<file path="src/rtl/dual_issue_decode_queue.sv">
// Two-wide instruction queue and MIPS decoder between fetch and issue.
// Holds up to DEPTH fetched {instr, pc} entries and decodes the two oldest.
// Issues 0, 1 or 2 instructions per cycle under a single backend ready.
// Optional feature macro DUAL_ISSUE_EN: when defined, slot 1 may issue
// alongside slot 0 subject to the pairing rules; when undefined the queue
// issues at most one instruction per cycle and slot 1 is held invalid.
module dual_issue_decode_queue #(
    parameter int DEPTH = 8,
    parameter int PTR_W = 3
) (
    input  logic        clk,
    input  logic        resetn,
    input  logic        flush,
    input  logic [1:0]  in_valid,
    input  logic [31:0] in_instr0,
    input  logic [31:0] in_instr1,
    input  logic [31:0] in_pc0,
    input  logic [31:0] in_pc1,
    output logic        in_ready,
    output logic [1:0]  out_valid,
    output logic [31:0] out_instr0,
    output logic [31:0] out_instr1,
    output logic [31:0] out_pc0,
    output logic [31:0] out_pc1,
    output logic [24:0] out_ctrl0,
    output logic [24:0] out_ctrl1,
    input  logic        out_ready
);

    localparam logic [3:0] ALU_NONE = 4'd0,  ALU_ADD  = 4'd1,  ALU_ADDU = 4'd2;
    localparam logic [3:0] ALU_SUB  = 4'd3,  ALU_SUBU = 4'd4,  ALU_AND  = 4'd5;
    localparam logic [3:0] ALU_OR   = 4'd6,  ALU_XOR  = 4'd7,  ALU_NOR  = 4'd8;
    localparam logic [3:0] ALU_SLT  = 4'd9,  ALU_SLTU = 4'd10, ALU_SLL  = 4'd11;
    localparam logic [3:0] ALU_SRL  = 4'd12, ALU_SRA  = 4'd13, ALU_LUI  = 4'd14;
    localparam logic [3:0] ALU_HILO = 4'd15;

    localparam logic [PTR_W-1:0] PTR_ONE     = 1;
    localparam logic [PTR_W:0]   CNT_ENQ_MAX = (PTR_W+1)'(DEPTH - 2);

    // Decode one instruction word into the packed control word.
    function automatic logic [24:0] f_decode(input logic [31:0] ins);
        logic [5:0] op, fn;
        logic [4:0] rs, rt, rd, dst;
        logic [3:0] alu;
        logic rw, imm, sx, mr, mw, m2r, hw, h2r, cw, c2r, mfc, brk, sys, ert, ri, br;
        logic [24:0] res;
        op = ins[31:26]; fn = ins[5:0];
        rs = ins[25:21]; rt = ins[20:16]; rd = ins[15:11];
        alu = ALU_NONE; dst = 5'd0;
        rw = 1'b0; imm = 1'b0; sx = 1'b1; mr = 1'b0; mw = 1'b0; m2r = 1'b0;
        hw = 1'b0; h2r = 1'b0; cw = 1'b0; c2r = 1'b0; mfc = 1'b0;
        brk = 1'b0; sys = 1'b0; ert = 1'b0; ri = 1'b0; br = 1'b0;
        case (op)
            6'h00: begin
                dst = rd;
                case (fn)
                    6'h00, 6'h04: begin alu = ALU_SLL;  rw = 1'b1; end
                    6'h02, 6'h06: begin alu = ALU_SRL;  rw = 1'b1; end
                    6'h03, 6'h07: begin alu = ALU_SRA;  rw = 1'b1; end
                    6'h08: br = 1'b1;
                    6'h09: begin br = 1'b1; rw = 1'b1; end
                    6'h0C: sys = 1'b1;
                    6'h0D: brk = 1'b1;
                    6'h10, 6'h12: begin rw = 1'b1; h2r = 1'b1; end
                    6'h11, 6'h13: hw = 1'b1;
                    6'h18, 6'h19, 6'h1A, 6'h1B: begin hw = 1'b1; alu = ALU_HILO; end
                    6'h20: begin alu = ALU_ADD;  rw = 1'b1; end
                    6'h21: begin alu = ALU_ADDU; rw = 1'b1; end
                    6'h22: begin alu = ALU_SUB;  rw = 1'b1; end
                    6'h23: begin alu = ALU_SUBU; rw = 1'b1; end
                    6'h24: begin alu = ALU_AND;  rw = 1'b1; end
                    6'h25: begin alu = ALU_OR;   rw = 1'b1; end
                    6'h26: begin alu = ALU_XOR;  rw = 1'b1; end
                    6'h27: begin alu = ALU_NOR;  rw = 1'b1; end
                    6'h2A: begin alu = ALU_SLT;  rw = 1'b1; end
                    6'h2B: begin alu = ALU_SLTU; rw = 1'b1; end
                    default: ri = 1'b1;
                endcase
            end
            6'h01: begin
                case (rt)
                    5'h00, 5'h01: br = 1'b1;
                    5'h10, 5'h11: begin br = 1'b1; rw = 1'b1; dst = 5'd31; end
                    default: ri = 1'b1;
                endcase
            end
            6'h02, 6'h04, 6'h05, 6'h06, 6'h07: br = 1'b1;
            6'h03: begin br = 1'b1; rw = 1'b1; dst = 5'd31; end
            6'h08: begin alu = ALU_ADD;  rw = 1'b1; imm = 1'b1; dst = rt; end
            6'h09: begin alu = ALU_ADDU; rw = 1'b1; imm = 1'b1; dst = rt; end
            6'h0A: begin alu = ALU_SLT;  rw = 1'b1; imm = 1'b1; dst = rt; end
            6'h0B: begin alu = ALU_SLTU; rw = 1'b1; imm = 1'b1; dst = rt; end
            6'h0C: begin alu = ALU_AND;  rw = 1'b1; imm = 1'b1; sx = 1'b0; dst = rt; end
            6'h0D: begin alu = ALU_OR;   rw = 1'b1; imm = 1'b1; sx = 1'b0; dst = rt; end
            6'h0E: begin alu = ALU_XOR;  rw = 1'b1; imm = 1'b1; sx = 1'b0; dst = rt; end
            6'h0F: begin alu = ALU_LUI;  rw = 1'b1; imm = 1'b1; sx = 1'b0; dst = rt; end
            6'h10: begin
                if (ins == 32'h4200_0018) ert = 1'b1;
                else if (rs == 5'h00) begin rw = 1'b1; c2r = 1'b1; mfc = 1'b1; dst = rt; end
                else if (rs == 5'h04) cw = 1'b1;
                else ri = 1'b1;
            end
            6'h20, 6'h21, 6'h23, 6'h24, 6'h25: begin
                alu = ALU_ADDU; rw = 1'b1; imm = 1'b1; mr = 1'b1; m2r = 1'b1; dst = rt;
            end
            6'h28, 6'h29, 6'h2B: begin alu = ALU_ADDU; imm = 1'b1; mw = 1'b1; end
            default: ri = 1'b1;
        endcase
        if (ri)
            res = {6'd0, 1'b1, 18'd0};
        else
            res = {(rw ? dst : 5'd0), br, ri, ert, sys, brk, mfc, c2r, cw,
                   h2r, hw, m2r, mw, mr, sx, imm, rw, alu};
        return res;
    endfunction

    // Serialising bits: hilo_wen, hilo_to_reg, cp0_wen, cp0_to_reg, break, syscall, eret, ri.
    localparam logic [24:0] SER_MASK = 25'h007_BC00;

    logic [31:0]      r_instr [DEPTH];
    logic [31:0]      r_pc    [DEPTH];
    logic [PTR_W-1:0] r_head, r_tail;
    logic [PTR_W:0]   r_count;

    logic [PTR_W-1:0] w_head1, w_tail1;
    logic             w_enq0, w_enq1;
    logic [1:0]       w_n_enq, w_n_deq;
    logic [24:0]      w_ctrl0_raw;

    assign w_head1    = r_head + PTR_ONE;
    assign w_tail1    = r_tail + PTR_ONE;
    assign in_ready   = (r_count <= CNT_ENQ_MAX);
    assign w_enq0     = in_ready & in_valid[0];
    assign w_enq1     = w_enq0 & in_valid[1];
    assign w_n_enq    = {1'b0, w_enq0} + {1'b0, w_enq1};
    assign w_n_deq    = out_ready ? ({1'b0, out_valid[0]} + {1'b0, out_valid[1]}) : 2'd0;

    assign out_instr0 = r_instr[r_head];
    assign out_pc0    = r_pc[r_head];
    assign out_instr1 = r_instr[w_head1];
    assign out_pc1    = r_pc[w_head1];

    assign w_ctrl0_raw  = f_decode(r_instr[r_head]);
    assign out_valid[0] = (r_count != '0);
    assign out_ctrl0    = out_valid[0] ? w_ctrl0_raw : 25'd0;

`ifdef DUAL_ISSUE_EN
    logic [24:0] w_ctrl1_raw;
    logic        w_has1, w_raw_haz, w_mem_both, w_serial, w_pair_ok;
    assign w_ctrl1_raw = f_decode(r_instr[w_head1]);
    assign w_has1      = (r_count >= (PTR_W+1)'(2));
    assign w_raw_haz   = w_ctrl0_raw[4] && (w_ctrl0_raw[24:20] != 5'd0) &&
                         ((w_ctrl0_raw[24:20] == out_instr1[25:21]) ||
                          (w_ctrl0_raw[24:20] == out_instr1[20:16]));
    assign w_mem_both  = (w_ctrl0_raw[7] | w_ctrl0_raw[8]) & (w_ctrl1_raw[7] | w_ctrl1_raw[8]);
    assign w_serial    = (|(w_ctrl0_raw & SER_MASK)) | (|(w_ctrl1_raw & SER_MASK));
    assign w_pair_ok   = !w_ctrl1_raw[19] && !w_raw_haz && !w_mem_both && !w_serial;
    assign out_valid[1] = w_has1 && w_pair_ok;
    assign out_ctrl1    = w_has1 ? w_ctrl1_raw : 25'd0;
`else
    assign out_valid[1] = 1'b0;
    assign out_ctrl1    = 25'd0;
`endif

    // Queue storage and pointers: flush empties, otherwise enqueue/dequeue by net change.
    always_ff @(posedge clk or negedge resetn) begin
        if (!resetn) begin
            for (int i = 0; i < DEPTH; i++) begin
                r_instr[i] <= '0;
                r_pc[i]    <= '0;
            end
            r_head  <= '0;
            r_tail  <= '0;
            r_count <= '0;
        end else if (flush) begin
            r_head  <= '0;
            r_tail  <= '0;
            r_count <= '0;
        end else begin
            if (w_enq0) begin
                r_instr[r_tail] <= in_instr0;
                r_pc[r_tail]    <= in_pc0;
            end
            if (w_enq1) begin
                r_instr[w_tail1] <= in_instr1;
                r_pc[w_tail1]    <= in_pc1;
            end
            r_tail  <= r_tail + PTR_W'(w_n_enq);
            r_head  <= r_head + PTR_W'(w_n_deq);
            r_count <= r_count + (PTR_W+1)'(w_n_enq) - (PTR_W+1)'(w_n_deq);
        end
    end

endmodule

</file>
<file path="config.mk">
export PLATFORM = sky130hd
export DESIGN_NAME = dual_issue_decode_queue
export DESIGN_NICKNAME = d
export VERILOG_FILES = /design/src/rtl/dual_issue_decode_queue.sv
export SDC_FILE = /design/constraint.sdc
export NUM_CORES = 2
export LEC_CHECK = 0
export ABC_AREA = 1
export CORE_MARGIN = 4
export CORE_UTILIZATION = 50
export CTS_CLUSTER_DIAMETER = 50
export DETAILED_ROUTE_END_ITERATION = 10
export PLACE_DENSITY_LB_ADDON = 0.05
export SKIP_LAST_GASP = 1
export SLEW_MARGIN = 10
export SYNTH_ARGS = -nofsm -noshare
export SYNTH_HDL_FRONTEND = slang
export SYNTH_SLANG_ARGS = --single-unit
</file>
<file path="constraint.sdc">
create_clock -name clk -period 2.55 [get_ports clk]
set_input_delay 0.255 -clock clk [delete_from_list [all_inputs] [get_ports clk]]
set_output_delay 0.255 -clock clk [all_outputs]
set_load 0.02 [all_outputs]
</file>
==> impl_results.md <==
- Outcome: finished with violations
- CTS tree: yes
- #FFs+latches synth: 522
- PD cells: 1388 nW/µm²
- Ys flop type: dfrtp_1
- Clk Latency, worst-skew pair: 0.64 ns
- Global-route wire length before repair: 250,700 µm
- Initial antenna violation count: 4
- Clock sink count: 522
- Pwr Total: 74.17 mW
- CP max stage delay: 0.50 ns
- H-tree depth: 3
- Cell count after synthesis: 5,527
- Core Util, Final: 71.78%
- Post-route antenna net violation count: 0
- Setup ws final: -1.171 ns
- Vias: 46,840
- Crit end category: output port
- Fin. max-slew vios: 0
- Worst EP arrival: 3.47 ns
- Drt initial violations: 6,765
- Finished Layout Cells: 7,247
- Mean Syn Cell Area: 6.795 µm²
- R2R depth: 13
- Share of cells above drive strength 1: 24.86%
- YS warnings: 0
- CTS Buf Count: 81
- CP delay by family, top: simple AND/OR/NAND/NOR gates
- IO Pins: 315
- Port buffer count: 288
- Worst-path maximum fanout: 8
- Gate power share: 65.6%
- Leak: 23.07 nW
- Unique cell type count in the Yosys netlist: 40
- Core ar.: 74,450 µm²
- Async S/R FF share, synth: 100.0%
- DR vias/cell: 6.464
- Grt ovf: 0
- Fin crit share: 145.9%
- Post-synth top area share: 34.78%
- Synthesized area: 37,560 µm²
- Sequential area share after synthesis: 34.78%
- R2r startpoint: r_count[3]$_DFF_PN0_
- Peak VDD IR: 688.3 µV
- Wirelength per Cell: 23.87 µm
- All-Layer GR Usage: 39.97%
- Die Height: 282.1 µm
- DIE AREA: 79,560 µm²
- Critical path buffers and inverters: 6
- Final worst hold slack: 0.1864 ns
- Most frequent cell after synthesis: o21ai_0
- Area Overhead vs Synth: 42.30%
- RD Place Congestion: 0.9472
- Max_cap viols: 0
- Final setup violation count: 317
- Rows: 100
- Synth cell count leaders: o21ai_0 (1,419), a21oi_1 (911), inv_1 (599)
- Final Hold Viols: 0
- Pre-antenna DRT Iters: 6
- Vias in the first global route: 42,700
- Power share of the sequential group: 18.2%
- RSZ-0062 raised after global routing: yes
- DRC: 0
- CP Cell Sequence: buf_12 > buf_12 > inv_16 > bufbuf_16 > nand2_1 > nand3_1 > nand2_1 > nand2_1 > nand2_2 > nor2_4 > buf_6 > nand2_2 > nor2_4 > nand3_1 > a21oi_2 > nand4_4 > nor2_4 > buf_6
- Fill cell count: 5,970
- Largest net degree at the start of global routing: 140
- Starting Density: 50.45%
- Switching fraction of total power: 45.62%
- Slowest CP cell: dfrtp_4
- R2R Path End: r_pc[228]$_DFFE_PN0N_
- Hold crit path type: in2async
- R2R Setup Slk: -0.24 ns
- Slew @ Worst Pin: 0.9457 ns
- Nets@finish: 6,358
- Dpl hpwl: 99,160 µm
- Internal power: 40.34 mW
- P_sw: 33.83 mW
- Violated checks: setup timing
- DRT Wirelength: 173,000 µm
- Synth area leader: dfrtp_1
- Worst endpoint required time: 2.30 ns
- Multi-input logic area: 21,790 µm²
- Slew HR: 36.96%
- Minimum clock period: 3.721 ns
- FMAX: 268.8 MHz
- Die extent in x: 282.1 µm
- Clock power share: 16.2%
- CTS clk-pin slew, worst paths: 0.06 ns
- Worst setup SP type: flop
- Cells after DPL: 6,909
- Fin Clk Skew: 0.03040 ns
- Crit path kind: reg2out
- Place WS: -0.9844 ns
- CTS Root Cell: clkbuf_16
- Dominant cells by area after synthesis: dfrtp_1 (35%), o21ai_0 (19%), a21oi_1 (12%)
- Clock buffer depth: 3
- Sequential cell area: 13,070 µm²
- Post-synth EDFFs: 0
## power groups by stage
stage                     clock, mW  sequential [mW]  combinational, mW
after floorplan                   0             13.0               19.9
after CTS                      12.0             13.3               42.1
after global routing           12.4             13.8               51.4
after global placement            0             13.3               37.1
after detailed placement          0             13.4               37.5
final                          12.0             13.5               48.7
## metal layers
metal	wire length, µm	GRT usage, %	up-vias
met5	0	0	-
met4	12890	24.86	0
met3	18770	6.355	774
met2	77230	63.41	3314
met1	64140	51.39	21800
li1	-	-	20950
## cells by family after synthesis
group | Yosys count | synth area share [%]
compound gates | 3012 | 43.29
fa+ha+maj | 14 | 0.5064
other cells | 1 | 0.009985
xor+xnor | 4 | 0.09330
buf+inv | 1170 | 12.59
flops | 522 | 34.78
simple gates | 804 | 8.729
## through the flow
step | TNS (ns) | area [µm²]
global placement | -48.93 | 45780
detailed placement | -50.56 | 45780
CTS | -87.22 | 50760
floorplan | -0.006890 | 37740
finish | -102.96 | 53440
global route | -179.36 | 53440
## final cells by class
type                            count  share of cell area, %
Multi-Input combinational cell   3860                  40.77
Sequential cell                   522                  24.46
Timing Repair Buffer             1133                  22.67
Inverter                          607                  4.378
Clock buffer                      102                  4.228
Tap cell                          969                  2.269
Clock inverter                     45                  1.103
Timing Repair inverter              5                 0.1100
Antenna cell                        4                0.01873
## state kept, by name, summed over array words and instances, names as in the netlist
signal,count
r_tail,3
r_pc,256
r_count,4
r_head,3
r_instr,256
## cell usage in the layout, fill, tap and decap left out, types with 36 or more instances in the layout
master | netlist | final
inv_1 | 599 | 584
buf_6 | 13 | 102
a21oi_1 | 911 | 817
a32oi_1 | 65 | 54
o22ai_1 | 412 | 412
dfrtp_1 | 522 | 519
buf_12 | 0 | 115
o211ai_1 | 79 | 79
nand2_1 | 542 | 423
clkdlybuf4s50_1 | 0 | 133
o21ai_0 | 1419 | 1278
nor2_1 | 84 | 47
nand3_1 | 149 | 91
clkbuf_16 | 0 | 110
o21ai_1 | 43 | 163
nand2_2 | 5 | 85
nand3_2 | 0 | 55
buf_16 | 0 | 36
a21oi_2 | 1 | 85
buf_4 | 40 | 669
nand2_4 | 0 | 38
## worst reg2reg max path, delay by kind of cell, from the launching register on
family,cells,cell delay (ns)
AOI/OAI and AO/OA,5,0.83
and+or+nand+nor,3,0.68
buffers and inverters,4,0.62
DFF,1,0.35
adders and majority gates,1,0.19
## how the worst max path moves through the flow
stage                               end  depth (start not counted)           startpoint  slack (ns)
after floorplan           out_ctrl0[14]                         16  r_head[0]$_DFF_PN0_      -0.007
after global placement    out_ctrl0[14]                         16  r_head[0]$_DFF_PN0_       -0.97
after detailed placement  out_ctrl0[14]                         16  r_head[0]$_DFF_PN0_       -0.98
after CTS                 out_ctrl0[18]                         18  r_head[0]$_DFF_PN0_       -1.04
after global routing      out_ctrl0[18]                         19  r_head[0]$_DFF_PN0_       -1.28
final                     out_ctrl0[14]                         18  r_head[0]$_DFF_PN0_       -1.17
## repair_timing
item | in CTS | in global routing
setup endpoints to repair | 271 | 651
setup buffers | 56 | 82
hold endpoints to repair | 167 | 0
cloned | 34 | 30
pin swaps | 107 | 156
hold buffers | 1 | 0
resized for setup | 1065 | 549
No activity file was read; power rests on OpenSTA's default activity.
